<file path="src/rtl/window_ctrl.sv">
// Register-window controller: CWP/WIM state with save/restore/trap stepping.
// Define WINDOW_TRAP_EN to enable WIM overflow/underflow checking and the WTRAP state.
module window_ctrl #(
  parameter int unsigned NWIN = 8,
  parameter int unsigned CWPW = 3
) (
  input  logic            Clk,
  input  logic            Clr,
  input  logic            save,
  input  logic            restore,
  input  logic            trap,
  input  logic            cwp_we,
  input  logic [CWPW-1:0] cwp_d,
  input  logic            wim_we,
  input  logic [NWIN-1:0] wim_d,
  input  logic            trap_ack,
  output logic [CWPW-1:0] cwp,
  output logic [NWIN-1:0] wim,
  output logic            trap_req,
  output logic [1:0]      trap_type,
  output logic            op_done,
  output logic            busy
);

  logic [CWPW-1:0] cwp_dec;
  logic [CWPW-1:0] cwp_inc;
  logic [CWPW-1:0] cwp_wr;

  always_comb begin
    cwp_dec = (cwp == '0) ? CWPW'(NWIN - 1) : cwp - CWPW'(1);
    cwp_inc = (cwp == CWPW'(NWIN - 1)) ? '0 : cwp + CWPW'(1);
    // Out-of-range writes fold back into the legal window range.
    cwp_wr  = CWPW'(32'(cwp_d) % NWIN);
  end

`ifdef WINDOW_TRAP_EN
  typedef enum logic [0:0] {StIdle, StWtrap} state_e;
  state_e state;

  always_ff @(posedge Clk) begin
    if (Clr) begin
      state     <= StIdle;
      cwp       <= '0;
      wim       <= '0;
      trap_req  <= 1'b0;
      trap_type <= 2'b00;
      op_done   <= 1'b0;
      busy      <= 1'b0;
    end else begin
      op_done <= 1'b0;
      unique case (state)
        StIdle: begin
          if (cwp_we || wim_we) begin
            if (cwp_we) cwp <= cwp_wr;
            if (wim_we) wim <= wim_d;
          end else if (trap) begin
            cwp     <= cwp_dec;
            op_done <= 1'b1;
          end else if (save) begin
            if (wim[cwp_dec]) begin
              trap_req  <= 1'b1;
              trap_type <= 2'b01;
              busy      <= 1'b1;
              state     <= StWtrap;
            end else begin
              cwp     <= cwp_dec;
              op_done <= 1'b1;
            end
          end else if (restore) begin
            if (wim[cwp_inc]) begin
              trap_req  <= 1'b1;
              trap_type <= 2'b10;
              busy      <= 1'b1;
              state     <= StWtrap;
            end else begin
              cwp     <= cwp_inc;
              op_done <= 1'b1;
            end
          end
        end
        StWtrap: begin
          // The trap handler's own window entry happens on acknowledge.
          if (trap_ack) begin
            cwp       <= cwp_dec;
            trap_req  <= 1'b0;
            trap_type <= 2'b00;
            busy      <= 1'b0;
            state     <= StIdle;
          end
        end
        default: state <= StIdle;
      endcase
    end
  end
`else
  logic unused_trap_ack;
  assign unused_trap_ack = trap_ack;
  assign trap_req        = 1'b0;
  assign trap_type       = 2'b00;
  assign busy            = 1'b0;

  always_ff @(posedge Clk) begin
    if (Clr) begin
      cwp     <= '0;
      wim     <= '0;
      op_done <= 1'b0;
    end else begin
      op_done <= 1'b0;
      if (cwp_we || wim_we) begin
        if (cwp_we) cwp <= cwp_wr;
        if (wim_we) wim <= wim_d;
      end else if (trap || save) begin
        cwp     <= cwp_dec;
        op_done <= 1'b1;
      end else if (restore) begin
        cwp     <= cwp_inc;
        op_done <= 1'b1;
      end
    end
  end
`endif

endmodule

</file>
<file path="config.mk">
export PLATFORM = sky130hd
export DESIGN_NAME = window_ctrl
export DESIGN_NICKNAME = d
export VERILOG_FILES = /design/src/rtl/window_ctrl.sv
export SDC_FILE = /design/constraint.sdc
export NUM_CORES = 1
export LEC_CHECK = 0
export CORE_UTILIZATION = 39
export CTS_CLUSTER_DIAMETER = 100
export CTS_CLUSTER_SIZE = 24
export DETAILED_ROUTE_END_ITERATION = 12
export PLACE_DENSITY = 0.87
export SLEW_MARGIN = 5
export SYNTH_ARGS = -nofsm -noshare
export SYNTH_HDL_FRONTEND = slang
export SYNTH_SLANG_ARGS = --single-unit
</file>
<file path="constraint.sdc">
create_clock -name Clk -period 2.5 [get_ports Clk]
set_input_delay 0.5 -clock Clk [delete_from_list [all_inputs] [get_ports Clk]]
set_output_delay 0.5 -clock Clk [all_outputs]
set_load 0.02 [all_outputs]
</file>
Word level (Yosys, flattened, before mapping). Cells that the tools add are included.

Flip-flop bits (word level): 12. Input bits: 19. Output and inout port bits: 16. Logic and storage cells: 22.

Add/subtract/negate cells: 2. Equal/unequal tests: 2. Mux-type cells: 8. Reduce and logical (&&, ||, !) cells: 7.

Operator list (count): $mux 3 (6); $reduce_and 2->1 (2); $add 3x1->3 const B (1); $eq 3x3->1 const B (1); $logic_not 3->1 (1); $reduce_bool 3->1 (1); $sub 3x1->3 const B (1); $logic_or 1x1->1 (2); $mux 1 (2); $ne 2x2->1 const B (1); $reduce_or 2->1 (1).

Depth between registers and ports, before layout.
Depth after elaboration: 5. Gate-level depth with buffers: 6. Gate-level depth less buffers: 6.

Worst setup path before layout. No wires, ideal clock.

Path type: register to register. Start: register cwp[0]. End: register cwp[2]. Setup time: 132 ps. Arrival: 1343 ps. Required time: 2368 ps. Setup slack: 1025 ps. Stages on the path, launching flop included: 6. Path buffers: 0. Cells stage by stage: dfxtp_1 -> ha_1 -> ha_1 -> or3_1 -> o211ai_1 -> a311oi_1.

Cells in the longest elaborated chain, start to end: 5. Elaborated cells between the ends (all ways): 9. Those cells by class: 2 x add/sub; 1 x eq/ne; 5 x mux; 1 x reduce/logical.

RTL lines: start: declaration (line 17) `output logic [CWPW-1:0] cwp,`; start signal: assignment (line 110) `if (cwp_we) cwp <= cwp_wr;`; start signal: assignment (line 113) `cwp <= cwp_dec;`; start signal: assignment (line 116) `cwp <= cwp_inc;`; $add 3x1->3 or $eq 3x3->1 (tied branches) (line 31) `cwp_inc = (cwp == CWPW'(NWIN - 1)) ? '0 : cwp + CWPW'(1);`; $mux 3 (line 31); $mux 3 (line 115) `end else if (restore) begin`; $mux 3 (*) (line 112) `end else if (trap || save) begin`; $mux 3 (*) (line 109) `if (cwp_we || wim_we) begin`.

Mark *: on every way between the ends. The rest lies on a longest branch, timed or not. The select of a mux whose other input is x is not followed. A chain may end at the register's enable or synchronous reset.

Final worst setup path.
Start: register cwp[2]. End: output port cwp[2].

No word-level cell between the ends.

==> metrics.csv <==
stage,metric,value,unit
timing,min_period,1820,ps
yosys,synth_warnings,0,
clock_tree,cts-htree-levels,1,
power_and_ir_drop,vdd_drop_max,319,uV
setup_path,critPathKind,reg2out,
route,dr.pass1.iters,4,
power_and_ir_drop,p_leak,0.000392,uW
floorplanning,die_height,41.9,microns
clock_tree,clock-sinks,12,
clock_tree,clock-root-buffer,clkbuf_4,
finish,drive_gt1_share,9.09,%
timing,slew_viol_final,0,
clock_tree,numCtsBuffers,3,
timing,fin_skew,4.19,ps
yosys,synth-seq-area-share,38.7,%
clock_tree,insertion_delay,270,ps
timing,hold_viol,0,
timing,rsz0062_at_grt,false,
yosys,netlist_instances,68,
setup_path,crit_required,2000,ps
clock_tree,cts.path.max_buffers,2,
yosys,yosys.cell_types.count,25,
finish,final_area,941,sq um
setup_path,worstPathArrival,1320,ps
placed_design,portBuffers,29,
outcome,status,completed,
floorplanning,dieArea,0.00175,sq mm
route,wl_per_cell,10.9,microns
route,dr_total_vias,553,
grt,grt_pass1_vias,548,
floorplanning,rows,14,
power_and_ir_drop,powerDensity,523,mW/mm^2
finish,fill_cells,132,
timing,fin_ws,679,ps
timing,tns,0,ps
placed_design,dp_hpwl,996,microns
floorplanning,coreArea,0.00149,sq mm
clock_tree,post_cts_buffers,0,
timing,clock.fmax,549,MHz
route,post_drt_via_cell_ratio,4.81,
setup_path,critical_path.max_fanout,6,
route,drt_iter0_drc,6,
route,ant_nets,0,
placed_design,place_area,905,sq um
clock_tree,path_clk_slew,80,ps
timing,fin_crit_sh,72.8,%
setup_path,regToRegSetupSlack,1030,ps
setup_path,cp_top_family,buffers and inverters,
yosys,async_flop_share,0,%
floorplanning,die_w,41.9,microns
clock_tree,cts_tree,done,
flow_run,maxCapViolCount,0,
route,wl,1.26,mm
finish,area_growth,51.6,%
placed_design,globalplace.congestion,0.765,
setup_path,start_kind,flip-flop,
clock_tree,post_cts_resized,0,
grt,grt_pass1_wl,2.19,mm
yosys,synth_enable_flop_cells,0,
grt,antenna_found_initial,0,
min_path,hold_class,reg2reg,
route,drc,0,
yosys,syn_area,621,sq um
finish,insertedDiodeCount,0,
timing,holdWs,503,ps
grt,track_usage,15.9,%
setup_path,crit_path_end_kind,primary output,
yosys,ys_ff_latch,12,
grt,grt-ovfl-total,0,
setup_path,crit_chain,clkdlybuf4s50_1,
finish,final_nets,123,
floorplanning,initial_core_util,41.7,%
setup_path,crit_path_top_delay_cell,clkdlybuf4s50_1,
clock_tree,cts_hold_buf,0,
yosys,synth_ff_type,dfxtp_1,
power_and_ir_drop,power,492,uW
setup_path,worst-path-buf-inv,1,
setup_path,slowest_delay,640,ps
timing,setup_viol,0,
placed_design,dp_slack,715,ps
floorplanning,io_pins,35,
yosys,syn_area_per_cell,9.13,sq um
grt,grt_max_degree,13,
[cell families (layout without fill, tap and decap cells)]
| family | count (synthesis) | in the layout | share of synthesized area (%) |
|---|---|---|---|
| AOI/OAI and AO/OA | 11 | 11 | 12.9 |
| muxes | 8 | 8 | 12.9 |
| and+or+nand+nor | 23 | 23 | 17.7 |
| buffers and inverters | 9 | 37 | 9.07 |
| DFF | 12 | 12 | 38.7 |
| adders and majority gates | 4 | 4 | 8.06 |
| other | 1 | 4 | 0.604 |
[through the flow]
step | utilization [%] | std cells
after floorplan | - | 71
after global placement | 60.8 | 111
after detailed placement | 60.8 | 111
after CTS | 63.2 | 115
after global routing | 63.2 | 115
final | 63.2 | 115
[worst reg2reg max path, stage by stage (launching register included)]
cell      delay [ps]
dfxtp_1          350
ha_1             210
ha_1             190
nor4b_1          300
o21ai_0          170
a211oi_2         180
[sequential cells by signal (all words and copies together), names as in the netlist]
signal and flops:
cwp 3, wim 8, op_done 1
[final timing paths]
kind                                           from             endpoint  cells past startpoint
worst max-delay path            cwp[2]$_SDFFE_PP0P_               cwp[2]                      1
worst min-delay path            wim[1]$_SDFFE_PP0P_  wim[1]$_SDFFE_PP0P_                      2
worst max register to register  cwp[0]$_SDFFE_PP0P_  cwp[1]$_SDFFE_PP0P_                      5
worst min register to register  wim[1]$_SDFFE_PP0P_  wim[1]$_SDFFE_PP0P_                      2
[synthesized netlist by cell type, drive strengths merged (2+ instances only)]
library cell	count	area share, %
nor2	13	7.9
dfxtp	12	39
mux2i	8	13
buf	5	6.7
o21ai	5	4.6
ha	4	8.1
a211oi	2	4.0
a21oi	2	1.6
inv	2	1.2
nand2	2	1.2
nand2b	2	2.0
nor3	2	2.4
[where the power goes]
group | internal [uW] | total, uW | switching, uW
clock network | 88.4 | 151 | 62.3
logic | 67.9 | 129 | 60.6
registers | 204 | 213 | 9.37
total | 360 | 492 | 132
[layout by cell type (no fill, tap or decap), drive strengths merged]
cell	n
nand2b	2
conb	4
mux2i	8
clkdlybuf4s50	29
nor4	1
a211oi	2
nand3	1
nor2	13
o211ai	1
nor4b	1
dfxtp	12
clkbuf	4
nand2	2
or3	1
o21ai	5
buf	1
nor3	2
clkinv	1
a21oi	2
a311oi	1
inv	2
ha	4
[final cells by class]
class,instances,area (sq um),area share [%]
timing repair buffer,30,298,31.6
multi-input combinational,50,335,35.6
inverter,3,11.3,1.20
clock buffer,4,36.3,3.86
tap,16,20.0,2.13
sequential,12,240,25.5
[routing by layer]
metal  vias up  track usage, %  wire, microns
met4         0            5.81              5
met3         2            3.91             84
met2        22            23.8            564
li1        289               -              -
met5         -               0              0
met1       240            22.2            601
Note: power is estimated with default switching activity, not from simulation.
